File: config.mk
export PLATFORM = sky130hd
export DESIGN_NAME = icu_wide
export DESIGN_NICKNAME = d
export VERILOG_FILES = /design/src/rtl/instructions.sv /design/src/rtl/icu_ctx_stack.sv /design/src/rtl/icu_wide.sv
export SDC_FILE = /design/constraint.sdc
export NUM_CORES = 1
export LEC_CHECK = 0
export CAP_MARGIN = 15
export CORE_UTILIZATION = 40
export CTS_CLUSTER_SIZE = 20
export DETAILED_ROUTE_END_ITERATION = 16
export PLACE_DENSITY = 0.72
export SYNTH_ARGS = -nofsm -noshare
export SYNTH_HDL_FRONTEND = slang
export SYNTH_SLANG_ARGS = --single-unit
File: constraint.sdc
create_clock -name clk -period 1.5 [get_ports clk]
set_input_delay 0.375 -clock clk [delete_from_list [all_inputs] [get_ports clk]]
set_output_delay 0.375 -clock clk [all_outputs]
set_load 0.01 [all_outputs]
File: src/rtl/instructions.sv
// Shared opcode set for the instruction control unit family.
package instructions;

   localparam int unsigned OPC_W = 4;

   typedef enum logic [OPC_W-1:0] {
      NOPO = 4'h0,
      LD   = 4'h1,
      LDC  = 4'h2,
      AND  = 4'h3,
      ANDC = 4'h4,
      OR   = 4'h5,
      ORC  = 4'h6,
      XNOR = 4'h7,
      STO  = 4'h8,
      STOC = 4'h9,
      IEN  = 4'hA,
      OEN  = 4'hB,
      JMP  = 4'hC,
      RTN  = 4'hD,
      SKZ  = 4'hE,
      NOPF = 4'hF
   } instruction_t;

endpackage

File: src/rtl/icu_ctx_stack.sv
// LIFO of saved {rr, ien, oen} contexts; the top of stack is always visible on dout.
module icu_ctx_stack #(
   parameter int unsigned WIDTH = 8,
   parameter int unsigned DEPTH = 4
) (
   input  logic             clk,
   input  logic             rst,
   input  logic             push,
   input  logic             pop,
   input  logic [WIDTH+1:0] din,
   output logic [WIDTH+1:0] dout,
   output logic             full,
   output logic             empty
);

   localparam int unsigned PTR_W = $clog2(DEPTH + 1);
   localparam int unsigned IDX_W = (DEPTH > 1) ? $clog2(DEPTH) : 1;

   logic [WIDTH+1:0] mem [DEPTH];
   logic [PTR_W-1:0] ptr;

   assign full  = (ptr == PTR_W'(DEPTH));
   assign empty = (ptr == '0);
   assign dout  = mem[IDX_W'(ptr - PTR_W'(1))];

   // Pointer only; entries need no reset since an empty stack is never read.
   always_ff @(posedge clk) begin
      if (rst) begin
         ptr <= '0;
      end else if (push && !full) begin
         ptr <= ptr + PTR_W'(1);
      end else if (pop && !empty) begin
         ptr <= ptr - PTR_W'(1);
      end
   end

   always_ff @(posedge clk) begin
      if (push && !full && !rst) begin
         mem[IDX_W'(ptr)] <= din;
      end
   end

endmodule

File: src/rtl/icu_wide.sv
// WIDTH-bit instruction control unit. Define ICU_WIDE_CTX_STACK_EN to save and
// restore {rr, ien, oen} across JMP/RTN through a DEPTH-entry context stack.
module icu_wide
   import instructions::*;
#(
   parameter int unsigned WIDTH = 8,
   parameter int unsigned DEPTH = 4
) (
   input  logic             clk,
   input  logic             rst,
   input  instruction_t     instruction,
   input  logic [WIDTH-1:0] data_in,
   output logic             write,
   output logic [WIDTH-1:0] data_out,
   output logic             jmp,
   output logic             rtn,
   output logic             flag_o,
   output logic             flag_f,
   output logic [WIDTH-1:0] rr_out,
   output logic             skip,
   output logic             stk_ovf,
   output logic             stk_unf
);

   typedef struct packed {
      logic [WIDTH-1:0] rr;
      logic             ien;
      logic             oen;
   } icu_ctx_t;

   if (WIDTH < 1 || DEPTH < 1) begin : g_param_check
      $error("icu_wide: WIDTH and DEPTH must be at least 1");
   end

   logic [WIDTH-1:0] rr, rr_n, dm, data_out_n;
   logic             ien, ien_n, oen, oen_n;
   logic             write_n, jmp_n, rtn_n, flag_o_n, flag_f_n, skip_n;

`ifdef ICU_WIDE_CTX_STACK_EN
   logic     push, pop, stk_full, stk_empty, ovf_n, unf_n;
   icu_ctx_t push_ctx, pop_ctx;

   assign push_ctx = '{rr: rr, ien: ien, oen: oen};

   icu_ctx_stack #(
      .WIDTH (WIDTH),
      .DEPTH (DEPTH)
   ) u_ctx_stack (
      .clk   (clk),
      .rst   (rst),
      .push  (push),
      .pop   (pop),
      .din   (push_ctx),
      .dout  (pop_ctx),
      .full  (stk_full),
      .empty (stk_empty)
   );
`endif

   // Decode and execute; a skipped slot leaves every register and pulse idle.
   always_comb begin
      dm         = data_in & {WIDTH{ien}};
      rr_n       = rr;
      ien_n      = ien;
      oen_n      = oen;
      data_out_n = data_out;
      write_n    = 1'b0;
      jmp_n      = 1'b0;
      rtn_n      = 1'b0;
      flag_o_n   = 1'b0;
      flag_f_n   = 1'b0;
      skip_n     = 1'b0;
`ifdef ICU_WIDE_CTX_STACK_EN
      push       = 1'b0;
      pop        = 1'b0;
      ovf_n      = stk_ovf;
      unf_n      = stk_unf;
`endif
      if (!skip) begin
         unique case (instruction)
            NOPO: flag_o_n = 1'b1;
            LD:   rr_n = dm;
            LDC:  rr_n = ~dm;
            AND:  rr_n = rr & dm;
            ANDC: rr_n = rr & ~dm;
            OR:   rr_n = rr | dm;
            ORC:  rr_n = rr | ~dm;
            XNOR: rr_n = rr ^ ~dm;
            STO: begin
               if (oen) begin
                  data_out_n = rr;
                  write_n    = 1'b1;
               end
            end
            STOC: begin
               if (oen) begin
                  data_out_n = ~rr;
                  write_n    = 1'b1;
               end
            end
            IEN:  ien_n = data_in[0];
            OEN:  oen_n = dm[0];
            JMP: begin
               jmp_n = 1'b1;
`ifdef ICU_WIDE_CTX_STACK_EN
               if (stk_full) ovf_n = 1'b1;
               else          push  = 1'b1;
`endif
            end
            RTN: begin
               rtn_n  = 1'b1;
               skip_n = 1'b1;
`ifdef ICU_WIDE_CTX_STACK_EN
               if (stk_empty) begin
                  unf_n = 1'b1;
               end else begin
                  pop   = 1'b1;
                  rr_n  = pop_ctx.rr;
                  ien_n = pop_ctx.ien;
                  oen_n = pop_ctx.oen;
               end
`endif
            end
            SKZ:  skip_n = (rr == '0);
            NOPF: flag_f_n = 1'b1;
            default: ;
         endcase
      end
   end

   always_ff @(posedge clk) begin
      if (rst) begin
         rr       <= '0;
         ien      <= 1'b0;
         oen      <= 1'b0;
         data_out <= '0;
         write    <= 1'b0;
         jmp      <= 1'b0;
         rtn      <= 1'b0;
         flag_o   <= 1'b0;
         flag_f   <= 1'b0;
         skip     <= 1'b0;
      end else begin
         rr       <= rr_n;
         ien      <= ien_n;
         oen      <= oen_n;
         data_out <= data_out_n;
         write    <= write_n;
         jmp      <= jmp_n;
         rtn      <= rtn_n;
         flag_o   <= flag_o_n;
         flag_f   <= flag_f_n;
         skip     <= skip_n;
      end
   end

`ifdef ICU_WIDE_CTX_STACK_EN
   // Sticky stack error flags, cleared only by reset.
   always_ff @(posedge clk) begin
      if (rst) begin
         stk_ovf <= 1'b0;
         stk_unf <= 1'b0;
      end else begin
         stk_ovf <= ovf_n;
         stk_unf <= unf_n;
      end
   end
`else
   assign stk_ovf = 1'b0;
   assign stk_unf = 1'b0;
`endif

   assign rr_out = rr;

endmodule

==> results.cfg <==
[clocking]
cts_tree = yes
clk_path_buf_depth = 2
post_cts_buffers = 0
clk-insertion-delay-late_ns = 0.32
holdBufCountCts = 0
htree_levels = 1
cts_made_buffers = 3
numClockSinks = 24
cts.clk_slew.worst_paths_ns = 0.12
clock-root-buffer = clkbuf_4

[power_and_ir_drop]
p_leak_nw = 0.816
power_density_nw_per_um2 = 678
share_comb_of_total_power_pct = 23.1
p_seq_share_pct = 50.6
p_int_uw = 950
ir_worst_vdd_v = 0.000283
p_sw_uw = 361
p_sw_share_pct = 27.5
power_mw = 1.31
clockPowerShare_pct = 26.3

[synth]
ys.flop_type = dfxtp_1
ys_seq_elements = 24
avgSynthCellArea_um2 = 8.92
synth_area_leader_cell = dfxtp_1
synth_warnings = 0
ys_top_cells_by_count = dfxtp_1 (24), nand2_1 (15), a21oi_1 (13), nor2_1 (12)
syn_area_um2 = 1390
synth_area_leaders = dfxtp_1 (35%), a211oi_2 (7.2%), xnor2_1 (5.0%), mux2_2 (4.9%), a21oi_1 (4.7%)
synth.distinct_cells = 43
ys_seq_area_share_pct = 34.5
post-synth-top-area-fraction_pct = 34.5
synthCells = 156
synth-edff-count = 0
async_reset_ff_share_pct = 0
synth.most_common_cell = dfxtp_1

[timing]
max_freq_ghz = 0.682
setup_violations = 0
final-hold-violation-count = 0
slew_violations = 0
rsz0062_at_grt = false
period_share_pct = 97.7
period_minus_slack_ns = 1.47
fin_skew_ns = 0.00979

[critical_path]
critPathKind = in2reg
crit_path_end_kind = flop
critPathLaunchType = primary input
r2r-start = ien
cp_max_fo = 17
crit_required_ns = 1.74
worst_ep_arrival_time_ns = 1.71
startpoint = instruction[0]

[detailed_routing]
wl_per_cell_um = 13.9
wirelength_um = 3520
drt-pass1-iter-count = 4
drt_iter0_drc = 81
num_vias = 1359
viasPerCell = 5.37
ant_nets = 0
drc = 0

[job]
cap_violations = 0

[global_routing]
track_usage_pct = 20.5
grt_pass1_vias = 1250
overflow = 0
antenna_found_initial = 0
grt_first_pass_wirelength_um = 5630
grt_start_max_net_pins = 24

[floorplanning]
die_x_um = 61.0
die_height_um = 61.0
core_um2 = 3340
ios = 38
row_count = 21
die_area_um2 = 3720
start_util_pct = 41.7

[finish]
n_antenna_cell = 0
drive_gt1_share_pct = 26.6
utilization_pct = 57.9
area_growth_pct = 38.9
nNetsFinal = 222
fillers = 321

[hold_path]
hold_start = oen
hp-class = reg2reg

[place]
finalWeightedCongestion = 0.831
port_buffers = 35
dp_hpwl_um = 2590

[status]
status = complete, no violations
routing by layer:
metal  vias up  routed length, um  global-route usage (%)
met5         -                  0                       0
li1        658                  -                       -
met2        57               1750                    33.6
met3         6                208                    2.56
met1       638               1510                    27.2
met4         0                 54                    8.77
cell type report:
| type | count | area (um^2) | area share (%) |
|---|---|---|---|
| Multi-Input combinational cell | 118 | 823 | 42.6 |
| Tap cell | 46 | 57.6 | 2.98 |
| Timing Repair Buffer | 60 | 527 | 27.2 |
| Inverter | 1 | 3.75 | 0.194 |
| Sequential cell | 24 | 485 | 25.1 |
| Clock buffer | 4 | 36.3 | 1.88 |
worst paths after layout:
check	to	slack (ns)	cells past startpoint
max	rr_out[7]	0.03	6
min	oen	0.51	2
max reg2reg	rr_out[6]	0.21	4
min reg2reg	oen	0.51	2
placed cells by master (no fill, tap or decap), types with 6 or more instances in the layout:
cell type / count
xnor2_1: 8
a211oi_2: 8
dfxtp_1: 22
a211oi_1: 7
mux2_2: 6
o22ai_1: 7
dlygate4sd2_1: 25
a21oi_1: 12
nand2_1: 15
clkdlybuf4s50_1: 10
buf_4: 22
nor2_1: 11
timing repair:
action / in CTS / in global routing
pin swaps: 0 / 0
setup endpoints to repair: 36 / 6
cloned: 0 / 0
resized for setup: 32 / 4
sequential cells by signal, indices dropped and copies added (netlist names):
signal,count
jmp,1
flag_o,1
write,1
data_out,8
skip,1
rr_out,8
ien,1
rtn,1
oen,1
flag_f,1
critical path, cell delays in order:
cell and delay [ns]:
clkdlybuf4s50_1 0.43, buf_6 0.17, and2_2 0.22, a311oi_2 0.23, o21ai_0 0.11, o22ai_1 0.17
power by group through the flow:
stage          Clock, mW  Sequential, mW  Combinational, mW
2_1_floorplan          0           0.694              0.154
3_3_place_gp           0           0.678              0.294
3_5_place_dp           0           0.678              0.304
4_1_cts            0.356           0.663              0.296
5_1_grt            0.390           0.666              0.328
6_report           0.345           0.663              0.303
metrics by stage:
step           instances  setup TNS (ns)  hold slack [ns]  area (um^2)  worst slack [ns]
3_3_place_gp         249           -7.38            0.477         1900            -0.378
2_1_floorplan        157               0            0.456         1400            0.0419
3_5_place_dp         249           -8.18            0.486         1900            -0.445
5_1_grt              253               0            0.536         1930           0.00250
4_1_cts              253               0            0.518         1920           0.00765
6_report             253               0            0.510         1930            0.0338
cells by family (layout without fill, tap and decap cells):
kind of cell    Yosys count  after routing  share of synthesized area [%]
simple gates             51             51                           20.1
compound gates           48             48                           25.3
flops                    24             24                           34.5
buf+inv                  15             65                           7.91
xor+xnor                  9              9                           5.67
mux                       8              8                           6.29
other cells               1              2                          0.270
Power figures use the tool's default switching activity.
